===== src/rtl/fifo_drain.sv =====
// fifo_drain: pops the FIFO read port into a 2-entry buffer and presents a valid/ready burst stream.
// Define FIFO_DRAIN_PARITY_EN to add out_parity (even parity of out_data).
module fifo_drain #(
    parameter int N = 8,
    parameter int BURST = 4,
    localparam int CW = BURST > 1 ? $clog2(BURST) : 1
) (
    input  logic          clk,
    input  logic          arst,
    input  logic          en,
    input  logic          fifo_empty,
    output logic          fifo_r_en,
    input  logic [N-1:0]  fifo_rdata,
    output logic [N-1:0]  out_data,
    output logic          out_valid,
    input  logic          out_ready,
    output logic          out_last,
    output logic [CW-1:0] beat_cnt,
    output logic          busy
`ifdef FIFO_DRAIN_PARITY_EN
    ,
    output logic          out_parity
`endif
);
    typedef enum logic [1:0] {IDLE, RUN, DRAIN} state_t;
    state_t state, state_nx;
    logic [1:0] occ, room;
    logic inflight, xfer;
    logic [N-1:0] slot0, slot1;
    assign out_valid = occ != 2'd0;
    assign xfer = out_valid & out_ready;
    // Occupancy after this cycle's transfer; counting the freed slot keeps pops back-to-back.
    assign room = occ - {1'b0, xfer};
    assign out_data = slot0;
    assign out_last = out_valid && beat_cnt == CW'(BURST - 1);
    assign busy = state != IDLE;
    always_comb begin
        state_nx = state;
        fifo_r_en = 1'b0;
        case (state)
            IDLE: state_nx = en ? RUN : IDLE;
            RUN: begin
                fifo_r_en = !arst && !fifo_empty && (room + {1'b0, inflight}) < 2'd2;
                state_nx = en ? RUN : DRAIN;
            end
            DRAIN: state_nx = en ? RUN : (occ == 2'd0 && !inflight) ? IDLE : DRAIN;
            default: state_nx = IDLE;
        endcase
    end
    always_ff @(posedge clk) begin
        if (arst) begin
            state <= IDLE;
            occ <= 2'd0;
            inflight <= 1'b0;
            slot0 <= '0;
            slot1 <= '0;
            beat_cnt <= '0;
        end else begin
            state <= state_nx;
            inflight <= fifo_r_en;
            occ <= room + {1'b0, inflight};
            if (xfer) begin
                slot0 <= slot1;
                beat_cnt <= beat_cnt == CW'(BURST - 1) ? '0 : beat_cnt + 1'b1;
            end
            if (inflight) begin
                if (room == 2'd0) slot0 <= fifo_rdata;
                else slot1 <= fifo_rdata;
            end
        end
    end
`ifdef FIFO_DRAIN_PARITY_EN
    logic par0, par1;
    assign out_parity = par0;
    always_ff @(posedge clk) begin
        if (arst) begin
            par0 <= 1'b0;
            par1 <= 1'b0;
        end else begin
            if (xfer) par0 <= par1;
            if (inflight) begin
                if (room == 2'd0) par0 <= ^fifo_rdata;
                else par1 <= ^fifo_rdata;
            end
        end
    end
`endif
endmodule


===== config.mk =====
export PLATFORM = sky130hd
export DESIGN_NAME = fifo_drain
export DESIGN_NICKNAME = d
export VERILOG_FILES = /design/src/rtl/fifo_drain.sv
export SDC_FILE = /design/constraint.sdc
export NUM_CORES = 1
export LEC_CHECK = 0
export ABC_AREA = 1
export CAP_MARGIN = 20
export CELL_PAD_IN_SITES_DETAIL_PLACEMENT = 1
export CELL_PAD_IN_SITES_GLOBAL_PLACEMENT = 2
export CORE_AREA = 2 2 71 73
export DETAILED_ROUTE_END_ITERATION = 16
export DIE_AREA = 0 0 73 75
export PLACE_DENSITY_LB_ADDON = 0.1
export SYNTH_ARGS = -nofsm -noshare
export SYNTH_HDL_FRONTEND = slang
export SYNTH_SLANG_ARGS = --single-unit

===== constraint.sdc =====
create_clock -name clk -period 1.4 [get_ports clk]
set_input_delay 0.14 -clock clk [delete_from_list [all_inputs] [get_ports clk]]
set_output_delay 0.14 -clock clk [all_outputs]
set_load 0.01 [all_outputs]

==> results of run 1 <==
## repair_timing
action / in CTS / in global routing
gates resized for setup: 26 / 9
endpoints found under the setup margin: 7 / 9
hold buffers: 0 / 0
pin swaps: 5 / 3
setup buffers: 6 / 1
## worst paths after layout
kind	startpoint	to	slack, ps
min reg2reg	slot1[6]	slot1[6]	480
max	occ[0]	fifo_r_en	-170
max reg2reg	occ[0]	out_data[4]	80
min	en	state[0]	420
## routing by layer
| layer | vias up | track usage | share of wire |
|---|---|---|---|
| met1 | 574 | 0.178 | 0.45 |
| met3 | 5 | 0.0228 | 0.030 |
| li1 | 631 | - | - |
| met4 | 0 | 0.0617 | 0.017 |
| met5 | - | 0 | 0 |
| met2 | 19 | 0.258 | 0.50 |
## power by group
| part | leakage [uW] | internal, uW | total, uW | switching, uW |
|---|---|---|---|---|
| combinational | 0.000573 | 120 | 229 | 110 |
| sequential | 0.000188 | 671 | 683 | 11.7 |
| clock | 0.0000228 | 204 | 438 | 234 |
## cells by family after synthesis
kind of cell | Yosys count
AND/OR/NAND/NOR | 100
buffers and inverters | 31
flip-flops | 23
AO/OA/AOI/OAI | 15
adder cells (fa/ha/maj) | 2
## synth_stat cells
library cell / number
nand3_1: 13
inv_2: 1
nand4_1: 5
dfxtp_1: 23
or2_2: 1
nor2_2: 3
nand2_4: 1
nand3b_1: 4
nand2_2: 4
o21ai_1: 1
nand3_2: 1
ha_1: 2
buf_2: 2
nor2_1: 34
inv_4: 1
nor3_1: 2
o21ai_0: 3
nand2_1: 32
a21oi_1: 7
a21boi_4: 1
inv_1: 25
o21bai_2: 3
buf_6: 2
## layout by cell type, fill, tap and decap left out, drive strengths merged
cell type / count
inv: 27
a21oi: 7
or2: 1
o21bai: 3
nand3: 14
buf: 23
ha: 2
nand4: 5
dlygate4sd2: 3
a21boi: 1
dfxtp: 23
clkdlybuf4s50: 20
clkbuf: 5
nor3: 2
clkdlybuf4s15: 1
o21ai: 4
nand3b: 4
nand2: 37
nor2: 37
## worst max-delay path, stage by stage, from the launching register on
cell and delay [ps]:
dfxtp_4 390, nor2_4 40, nor2_2 90, nand2_1 60, nand2_1 60, ha_2 190
nand2_2 80, a21oi_2 130, buf_2 130
## per-stage QoR
stage / total power (uW) / TNS (ps)
after floorplan: 800 / 0
after global placement: 915 / -3140
after detailed placement: 922 / -3730
after CTS: 1370 / -569
after global routing: 1420 / -269
final: 1350 / -173
## cell type report
| type | count | area share |
|---|---|---|
| inverter | 27 | 0.0623 |
| tap | 54 | 0.0387 |
| sequential | 23 | 0.267 |
| clock buffer | 4 | 0.0258 |
| timing repair buffer | 48 | 0.245 |
| multi-input combinational | 117 | 0.361 |
## sequential cells by signal, summed over array words and instances (netlist names)
register  cells
slot1         8
out_data      8
occ           2
state         2
inflight      1
beat_cnt      2
==> summary.txt, run 1 <==
Outcome
  • Status: finished, violations left
  • Violated checks: negative setup slack

Floorplan
  • Die area: 5480 um2
  • Io pins: 27
  • Initial core utilization: 0.254
  • Std-Cell Core Area: 4660 um2
  • Cell Rows: 25
  • DIE WIDTH: roughly 73 um
  • Die Span Y: 75 um

GRT
  • Initial antenna violation count: 0
  • Gr usage total: 0.147
  • Vias in the first global route: 1283
  • Total congestion overflow: 0
  • Largest net degree at the start of global routing: 17
  • First-pass GRT wire length: 6020 um

Finish
  • Fin nets: 235
  • Finished Cell Area: between 1500 and 2000 um2
  • Post-layout util: 0.375
  • Layout Cells excl Fill: 273
  • FF+latch area: 467 um2
  • Antenna diodes: 0
  • Share of cells above drive strength 1: 0.269
  • Multi-input gate area: 631 um2
  • P&R area growth vs syn: 47.4%
  • Layout filler cell count: 580

Place
  • Gpl congestion: 0.808
  • DP Worst Slack: -714 ps
  • Post-detail-place hpwl: 2800 um
  • Cells after DPL: about 260
  • Dpl cell area: 1620 um2
  • PortBufs: 26

Synth
  • Main area contributors after synthesis: dfxtp_1 (39%), nor2_1 (11%), nand2_1 (10%)
  • Fraction of synthesized area in multiplexers: 0
  • Cells after Synth: 171
  • Complex-gate fraction of the synthesized area: 0.0908
  • Post-synth top area cell: dfxtp_1
  • Post-Synth Adder-Cell Area: 0.0211
  • Register area share after synthesis: 0.389
  • Net count after synthesis: 186
  • Synthesized flop and latch total: 23
  • Xor and xnor fraction of the mapped netlist area: 0
  • Mapped Area: between 1000 and 1500 um2
  • Top cell type's share of synthesized area: 0.389
  • Largest family of logic cells by synthesized area: simple AND/OR/NAND/NOR gates
  • Simple-Gate Fraction of Synth Area: 0.384
  • Synth Warn #: 0
  • Count of different cell masters after synthesis: 23
  • Syn Area/Cell: 6.93 um2

Power and ir drop
  • Peak supply drop: 299 uV
  • Cell Pwr Density: 773 nW/um2
  • Leakage: 0.000784 uW

Min path
  • Worst Hold Depth: 3
  • Hold Crit Class: in2reg

Setup path
  • Worst Reg-to-Reg Cells: 9
  • CP Capture Type: output pin
  • Critical Path AT: between 1000 and 1500 ps
  • Max FO, Critical Path: 4
  • Worst EP required: 1260 ps
  • Startpoint Class: flop
  • Crit Path Class: reg2out

Timing
  • # setup viols final: 1
  • Fin Hold WS: 423 ps
  • Fmax achieved: around 640 MHz
  • Final Hold Fails: 0
  • Worst-margin pin slew: 395 ps
  • Unrepaired setup endpoints after global routing: true
  • Clock skew: 4.37 ps
  • Setup WS post-layout: -173 ps
  • Max transition margin: 0.737
  • Period utilization: 1.12
  • Tmin final: 1570 ps
  • Slew Viols, Final: 0

Routing
  • Vias: ~1200
  • Drt drc: 0
  • DR WL/cell: 13.3 um
  • First-pass detailed-route iteration total: 4
  • Routed WL: approximately 3600 um
  • Vias per cell: about 4.5
  • Antenna Nets Post-Route: 0
  • Starting DRC count in detailed routing: 43

Clock tree
  • CTS tree: done
  • H-tree depth: 1
  • CTS max path bufs: 2
  • CTS sink count: 23
  • Clock transition at path regs: 90 ps
  • Clk_lat worst skew: ~270 ps
  • Inserted Clock Buffers: 3
  • Clk root buf: clkbuf_8

Job
  • Max_cap viols: 0
Power figures use the tool's default switching activity.
==> inputs of run 2 (changes only) <==
--- a/config.mk
+++ b/config.mk
@@ -12,6 +12,7 @@
 export CORE_AREA = 2 2 71 73
 export DETAILED_ROUTE_END_ITERATION = 16
 export DIE_AREA = 0 0 73 75
+export GPL_ROUTABILITY_DRIVEN = 0
 export PLACE_DENSITY_LB_ADDON = 0.1
 export SYNTH_ARGS = -nofsm -noshare
 export SYNTH_HDL_FRONTEND = slang
==> results of run 2 <==
Same layout as run 1: the final DEF is identical, and so are final timing and power.
==> inputs of run 3 (changes only) <==
--- a/config.mk
+++ b/config.mk
@@ -10,6 +10,7 @@
 export CELL_PAD_IN_SITES_DETAIL_PLACEMENT = 1
 export CELL_PAD_IN_SITES_GLOBAL_PLACEMENT = 2
 export CORE_AREA = 2 2 71 73
+export CTS_CLUSTER_SIZE = 10
 export DETAILED_ROUTE_END_ITERATION = 16
 export DIE_AREA = 0 0 73 75
 export GPL_ROUTABILITY_DRIVEN = 0
==> results of run 3 <==
Same layout as run 1: the final DEF is identical, and so are final timing and power.
